[src/rtl/mc_fork_stage.sv]
// mc_fork_stage: multicast fork stage placed directly after multicast route
// compute. Holds one flit with its preferred-port vector and offers a copy to
// every requested output port. Each output grant retires its port bit, and the
// slot frees once every copy has been granted.
//
// A new flit may be accepted in the same cycle as the final grant, so
// back-to-back flits pass through with no idle bubble.
//
// Optional feature macro: MC_STALL_MON_EN
//   defined     -> 4-bit saturating stall counter drives a registered 'starved'
//   not defined -> no counter, 'starved' tied low
//
// state | meaning
// ------+-----------------------------------------------------------
// IDLE  | slot empty, ready for a new flit
// FORK  | flit held, pending != 0, copies still owed to some ports

module mc_fork_stage #(
   parameter int FLIT_WIDTH  = 64,
   parameter int DST_WIDTH   = 16,
   parameter int NUM_PORT    = 5,
   parameter int STALL_LIMIT = 8
) (
   input  logic                  clk,
   input  logic                  reset,
   input  logic                  in_valid,
   output logic                  in_ready,
   input  logic [FLIT_WIDTH-1:0] in_flit,
   input  logic [DST_WIDTH-1:0]  in_dst,
   input  logic [NUM_PORT-1:0]   in_ppv,
   input  logic                  in_ltb,
   input  logic                  in_rtb,
   output logic [NUM_PORT-1:0]   out_req,
   input  logic [NUM_PORT-1:0]   out_gnt,
   output logic [FLIT_WIDTH-1:0] out_flit,
   output logic [DST_WIDTH-1:0]  out_dst,
   output logic                  out_ltb,
   output logic                  out_rtb,
   output logic                  drop_pulse,
   output logic                  starved
);

   // The stall counter is 4 bits wide and saturates at 15, so a larger limit
   // could never be reached and a limit below 1 would flag starvation at once.
   if (STALL_LIMIT < 1 || STALL_LIMIT > 15) begin : gBadStallLimit
      $error("mc_fork_stage: STALL_LIMIT must be within 1..15");
   end

   typedef enum logic {
      IDLE = 1'b0,
      FORK = 1'b1
   } stateT;

   stateT                 state;
   stateT                 stateNext;
   logic [NUM_PORT-1:0]   pending;
   logic [NUM_PORT-1:0]   effGnt;
   logic                  isFork;
   logic                  last;
   logic                  readyInt;
   logic                  accept;
   logic                  zeroPpv;

   // Grant bits for ports that were never requested are simply ignored.
   assign effGnt  = out_gnt & pending;
   assign zeroPpv = (in_ppv == '0);

   // State register
   always_ff @(posedge clk or posedge reset) begin
      if (reset) begin
         state <= IDLE;
      end else begin
         state <= stateNext;
      end
   end

   // Next-state logic: an accept always wins, since it can overlap the last grant
   always_comb begin
      stateNext = state;
      if (accept) begin
         stateNext = zeroPpv ? IDLE : FORK;
      end else if (last) begin
         stateNext = IDLE;
      end
   end

   // FSM outputs: last-grant detect, combinational ready and accept handshake
   always_comb begin
      isFork   = (state == FORK);
      last     = isFork && ((pending & ~out_gnt) == '0);
      readyInt = !isFork || last;
      accept   = in_valid && readyInt;
   end

   assign in_ready = readyInt;
   assign out_req  = pending;

   // Pending mask: loaded on accept, otherwise each granted bit is retired
   always_ff @(posedge clk or posedge reset) begin
      if (reset) begin
         pending <= '0;
      end else if (accept) begin
         pending <= in_ppv;
      end else if (isFork) begin
         pending <= pending & ~effGnt;
      end
   end

   // Held flit and routing bits; these change only when a new flit is taken
   always_ff @(posedge clk or posedge reset) begin
      if (reset) begin
         out_flit <= '0;
         out_dst  <= '0;
         out_ltb  <= 1'b0;
         out_rtb  <= 1'b0;
      end else if (accept) begin
         out_flit <= in_flit;
         out_dst  <= in_dst;
         out_ltb  <= in_ltb;
         out_rtb  <= in_rtb;
      end
   end

   // A flit with no preferred port is consumed and flagged for one cycle
   always_ff @(posedge clk or posedge reset) begin
      if (reset) begin
         drop_pulse <= 1'b0;
      end else begin
         drop_pulse <= accept && zeroPpv;
      end
   end

`ifdef MC_STALL_MON_EN
   logic [3:0] stallCnt;
   logic [3:0] stallCntNext;
   logic       starvedReg;

   // Count FORK cycles with no useful grant; any grant or leaving FORK clears it
   always_comb begin
      stallCntNext = '0;
      if (isFork && (stateNext == FORK) && (effGnt == '0)) begin
         stallCntNext = (stallCnt == 4'hF) ? stallCnt : stallCnt + 4'd1;
      end
   end

   // starved follows the counter value being loaded, so both update together
   always_ff @(posedge clk or posedge reset) begin
      if (reset) begin
         stallCnt   <= '0;
         starvedReg <= 1'b0;
      end else begin
         stallCnt   <= stallCntNext;
         starvedReg <= (int'(stallCntNext) >= STALL_LIMIT);
      end
   end

   assign starved = starvedReg;
`else
   assign starved = 1'b0;
`endif

endmodule

[config.mk]
export PLATFORM = sky130hd
export DESIGN_NAME = mc_fork_stage
export DESIGN_NICKNAME = d
export VERILOG_FILES = /design/src/rtl/mc_fork_stage.sv
export SDC_FILE = /design/constraint.sdc
export NUM_CORES = 1
export LEC_CHECK = 0
export BUFFER_PORTS_ARGS = -buffer_cell sky130_fd_sc_hd__buf_2
export CAP_MARGIN = 20
export CORE_MARGIN = 4
export CORE_UTILIZATION = 44
export CTS_CLUSTER_SIZE = 20
export DETAILED_ROUTE_END_ITERATION = 10
export PLACE_DENSITY = 0.79
export SLEW_MARGIN = 20
export SYNTH_ARGS = -nofsm -noshare
export SYNTH_HDL_FRONTEND = slang
export SYNTH_SLANG_ARGS = --single-unit
[constraint.sdc]
create_clock -name clk -period 4.18 [get_ports clk]
set_input_delay 1.254 -clock clk [delete_from_list [all_inputs] [get_ports clk]]
set_output_delay 1.254 -clock clk [all_outputs]
set_load 0.03 [all_outputs]
==> flow_metrics.tcl <==
set metrics [dict create \
    synth-compound-area-share_pct 2.20 \
    routed_via_density 4.71 \
    cp.arrival_ns 2.05 \
    synth_top_family_by_area "multiplexers" \
    finalWorstSetupSlack_ns 0.879 \
    fin_setup_tns_ns 0 \
    routed_wl_mm 7.52 \
    die_h_um 96.0 \
    maxCapViolCount 0 \
    cts_hold_buf 0 \
    worst_pin_slew_ns 0.545 \
    final_util_pct 62.7 \
    power_frac_clock_pct 15.3 \
    start_util_pct 46.0 \
    post_drt_wl_per_cell_um 15.0 \
    fin_area_um2 4650 \
    slew_violations 0 \
    first_iter_violations 47 \
    synth_simple_gate_area_share_pct 1.14 \
    diodes 0 \
    synth_nets 305 \
    clkSinkCount 89 \
    synthAdderAreaFrac_pct 0 \
    hold_viol_final 0 \
    ios 185 \
    synth.area.mux_share_pct 28.7 \
    p_sw_share_pct 42.9 \
    io_buffers 183 \
    gp_congestion 0.704 \
    p_leak_uw 0.00230 \
    synth_cells 210 \
    path_cells "buf_2 -> nand2b_1 -> o221ai_2 -> o21ai_0 -> buf_2" \
    htree_levels 3 \
    end_kind "output port" \
    vias 2356 \
    pre_cts_slack_ns 0.861 \
    syn_to_final_growth_pct 36.3 \
    drive_above_1_share_pct 67.1 \
    drc_errors 0 \
    core_um2 7410 \
    grtUsageTotal_pct 16.6 \
    grt.overflow.total 0 \
    clk_latency_ns 0.33 \
    critPathMaxStageDelay_ns 0.25 \
    avgSynthCellArea_um2 16.2 \
    num_rows 31 \
    grt_setup_unrepaired "false" \
    synth_xor_area_share_pct 0 \
    crit_required_ns 2.93 \
    syn-cell-area_um2 3410 \
    synth_warnings 0 \
    cts_resized 0 \
    crit_path_max_fanout 2 \
    synth-seq-area-share_pct 65.3 \
    sequentialPowerShare_pct 34.4 \
    combPwrFrac_pct 50.3 \
    worst_clock_skew_ns 0.00852 \
    synthDistinctLibCells 20 \
    fmax_mhz 303 \
    grt_max_degree 89 \
    postRouteAntennaNets 0 \
    die_w_um 96.0 \
    first_pass_iters 3 \
    power.internal_uw 2480 \
    p_sw_uw 1870 \
    post-route-period-util_pct 79.0 \
    ys_ff_latch 89 \
    path_common_cell "buf_2" \
    place_hpwl_mm 5.88 \
    cts_root_buf "clkbuf_8" \
    nets 492 \
    startpoint_type "input pin" \
    power_density_nw_per_um2 935 \
    path_clk_slew_ns 0.08 \
    timing.critical_path.buf_inv 2 \
    crit_family "compound AO/OA/AOI/OAI gates" \
    placed_cell_area_um2 4420 \
    cts_tree "built" \
    outcome "complete, no violations" \
    grt_pass1_wl_mm 11.5 \
    setup_violations 0 \
    worstSetupPathType "in2out" \
    vdd_drop_max_uv 477 \
    cts_buffer_depth 2 \
    maxSlewHeadroom_pct 63.7 \
    worstHoldPathType "reg2reg" \
    cpMaxStageDelayCell "buf_2" \
    post_cts_buffers 0 \
    dieArea_um2 9220 \
    grt_pass1_vias 2472 \
    grt_antenna_before_repair 0 \
    cts_buffers 9 \
    fin_crit_ns 3.30 \
]
[path summary, 6_finish.rpt]
kind	end	slack, ns	start	cells past startpoint
worst max-delay path	in_ready	0.88	out_gnt[3]	5
worst max register to register	out_rtb$_DFFE_PP0P_	2.34	out_req[3]$_DFFE_PP0P_	5
max in group asynchronous	out_dst[1]$_DFFE_PP0P_	2.55	reset	3
worst min register to register	out_flit[23]$_DFFE_PP0P_	0.48	out_flit[23]$_DFFE_PP0P_	1
min in group asynchronous	out_dst[9]$_DFFE_PP0P_	0.83	reset	2
worst min-delay path	out_flit[23]$_DFFE_PP0P_	0.48	out_flit[23]$_DFFE_PP0P_	1
[per-stage QoR]
| stage | total power (uW) | hold WS (ns) | cells |
|---|---|---|---|
| 2_1_floorplan | 3100 | 0.689 | 210 |
| 3_3_place_gp | 3680 | 0.463 | 485 |
| 3_5_place_dp | 3740 | 0.469 | 485 |
| 4_1_cts | 4410 | 0.489 | 500 |
| 5_1_grt | 4600 | 0.509 | 500 |
| 6_report | 4350 | 0.484 | 500 |
[cell usage in the layout (no fill, tap or decap)]
cell,netlist,final
mux2_2,68,68
conb_1,1,1
bufinv_16,0,3
o221ai_2,1,1
o31ai_4,1,1
clkbuf_1,0,3
clkbuf_8,0,9
nor2_1,1,1
clkinv_2,0,1
nand2b_1,2,2
nor3_1,1,1
a21boi_0,1,1
o22ai_1,1,1
and3_1,1,1
a21oi_1,4,4
mux2_1,19,19
inv_1,5,4
dfrtp_1,89,89
buf_12,0,1
o21ai_0,1,1
buf_2,6,183
buf_4,3,2
nand2_1,3,3
clkinv_1,1,1
[sequential cells by signal, summed over array words and instances, names as in the netlist]
name,count
isFork,1
drop_pulse,1
out_rtb,1
out_req,5
out_dst,16
out_ltb,1
out_flit,64
[cell usage after synthesis]
| cell type | instances | area (um2) |
|---|---|---|
| o21ai_0 | 1 | 5.00 |
| o22ai_1 | 1 | 6.26 |
| conb_1 | 1 | 3.75 |
| mux2_2 | 68 | 766 |
| buf_6 | 1 | 11.3 |
| a21oi_1 | 4 | 20.0 |
| nor3_1 | 1 | 5.00 |
| nand2_1 | 3 | 11.3 |
| inv_1 | 5 | 18.8 |
| buf_4 | 3 | 22.5 |
| dfrtp_1 | 89 | 2230 |
| o221ai_2 | 1 | 15.0 |
| clkinv_1 | 1 | 3.75 |
| nor2_1 | 1 | 3.75 |
| o31ai_4 | 1 | 21.3 |
| a21boi_0 | 1 | 7.51 |
| buf_2 | 6 | 30.0 |
| and3_1 | 1 | 6.26 |
| mux2_1 | 19 | 214 |
| nand2b_1 | 2 | 12.5 |
[power by group through the flow]
stage	clock (uW)	combinational, uW	sequential (uW)
after global routing	727	2320	1550
after detailed placement	0	2220	1520
after global placement	0	2190	1490
final	664	2190	1490
after CTS	683	2220	1500
after floorplan	0	712	2390
[cell type report]
| type | count | area [um2] |
|---|---|---|
| Multi-Input combinational cell | 105 | 1100 |
| Clock buffer | 12 | 135 |
| Inverter | 6 | 23.8 |
| Sequential cell | 89 | 2230 |
| Tap cell | 99 | 124 |
| Fill cell | 610 | 2760 |
| Clock inverter | 3 | 90.1 |
| Timing Repair Buffer | 186 | 951 |
[logic make-up (layout without fill, tap and decap cells)]
| logic type | after synthesis | count (layout) |
|---|---|---|
| DFF | 89 | 89 |
| buffers and inverters | 16 | 207 |
| muxes | 87 | 87 |
| and+or+nand+nor | 8 | 8 |
| other | 1 | 1 |
| AOI/OAI and AO/OA | 9 | 9 |
[per-layer routing]
metal / share of wire [%] / vias up / wire (um) / GRT usage, %
li1: - / 1103 / - / -
met5: 0 / - / 0 / 0
met2: 53 / 103 / 3960 / 28.7
met1: 36 / 1136 / 2720 / 18.7
met3: 8.8 / 14 / 660 / 4.85
met4: 2.4 / 0 / 179 / 7.94
[worst register-to-register path: stages, from the launching register on]
cell and delay [ns]:
dfrtp_1 0.40, nand2b_1 0.10, o221ai_2 0.12, o31ai_4 0.27, buf_12 0.41, mux2_2 0.44
Note: power is estimated with default switching activity, not from simulation.
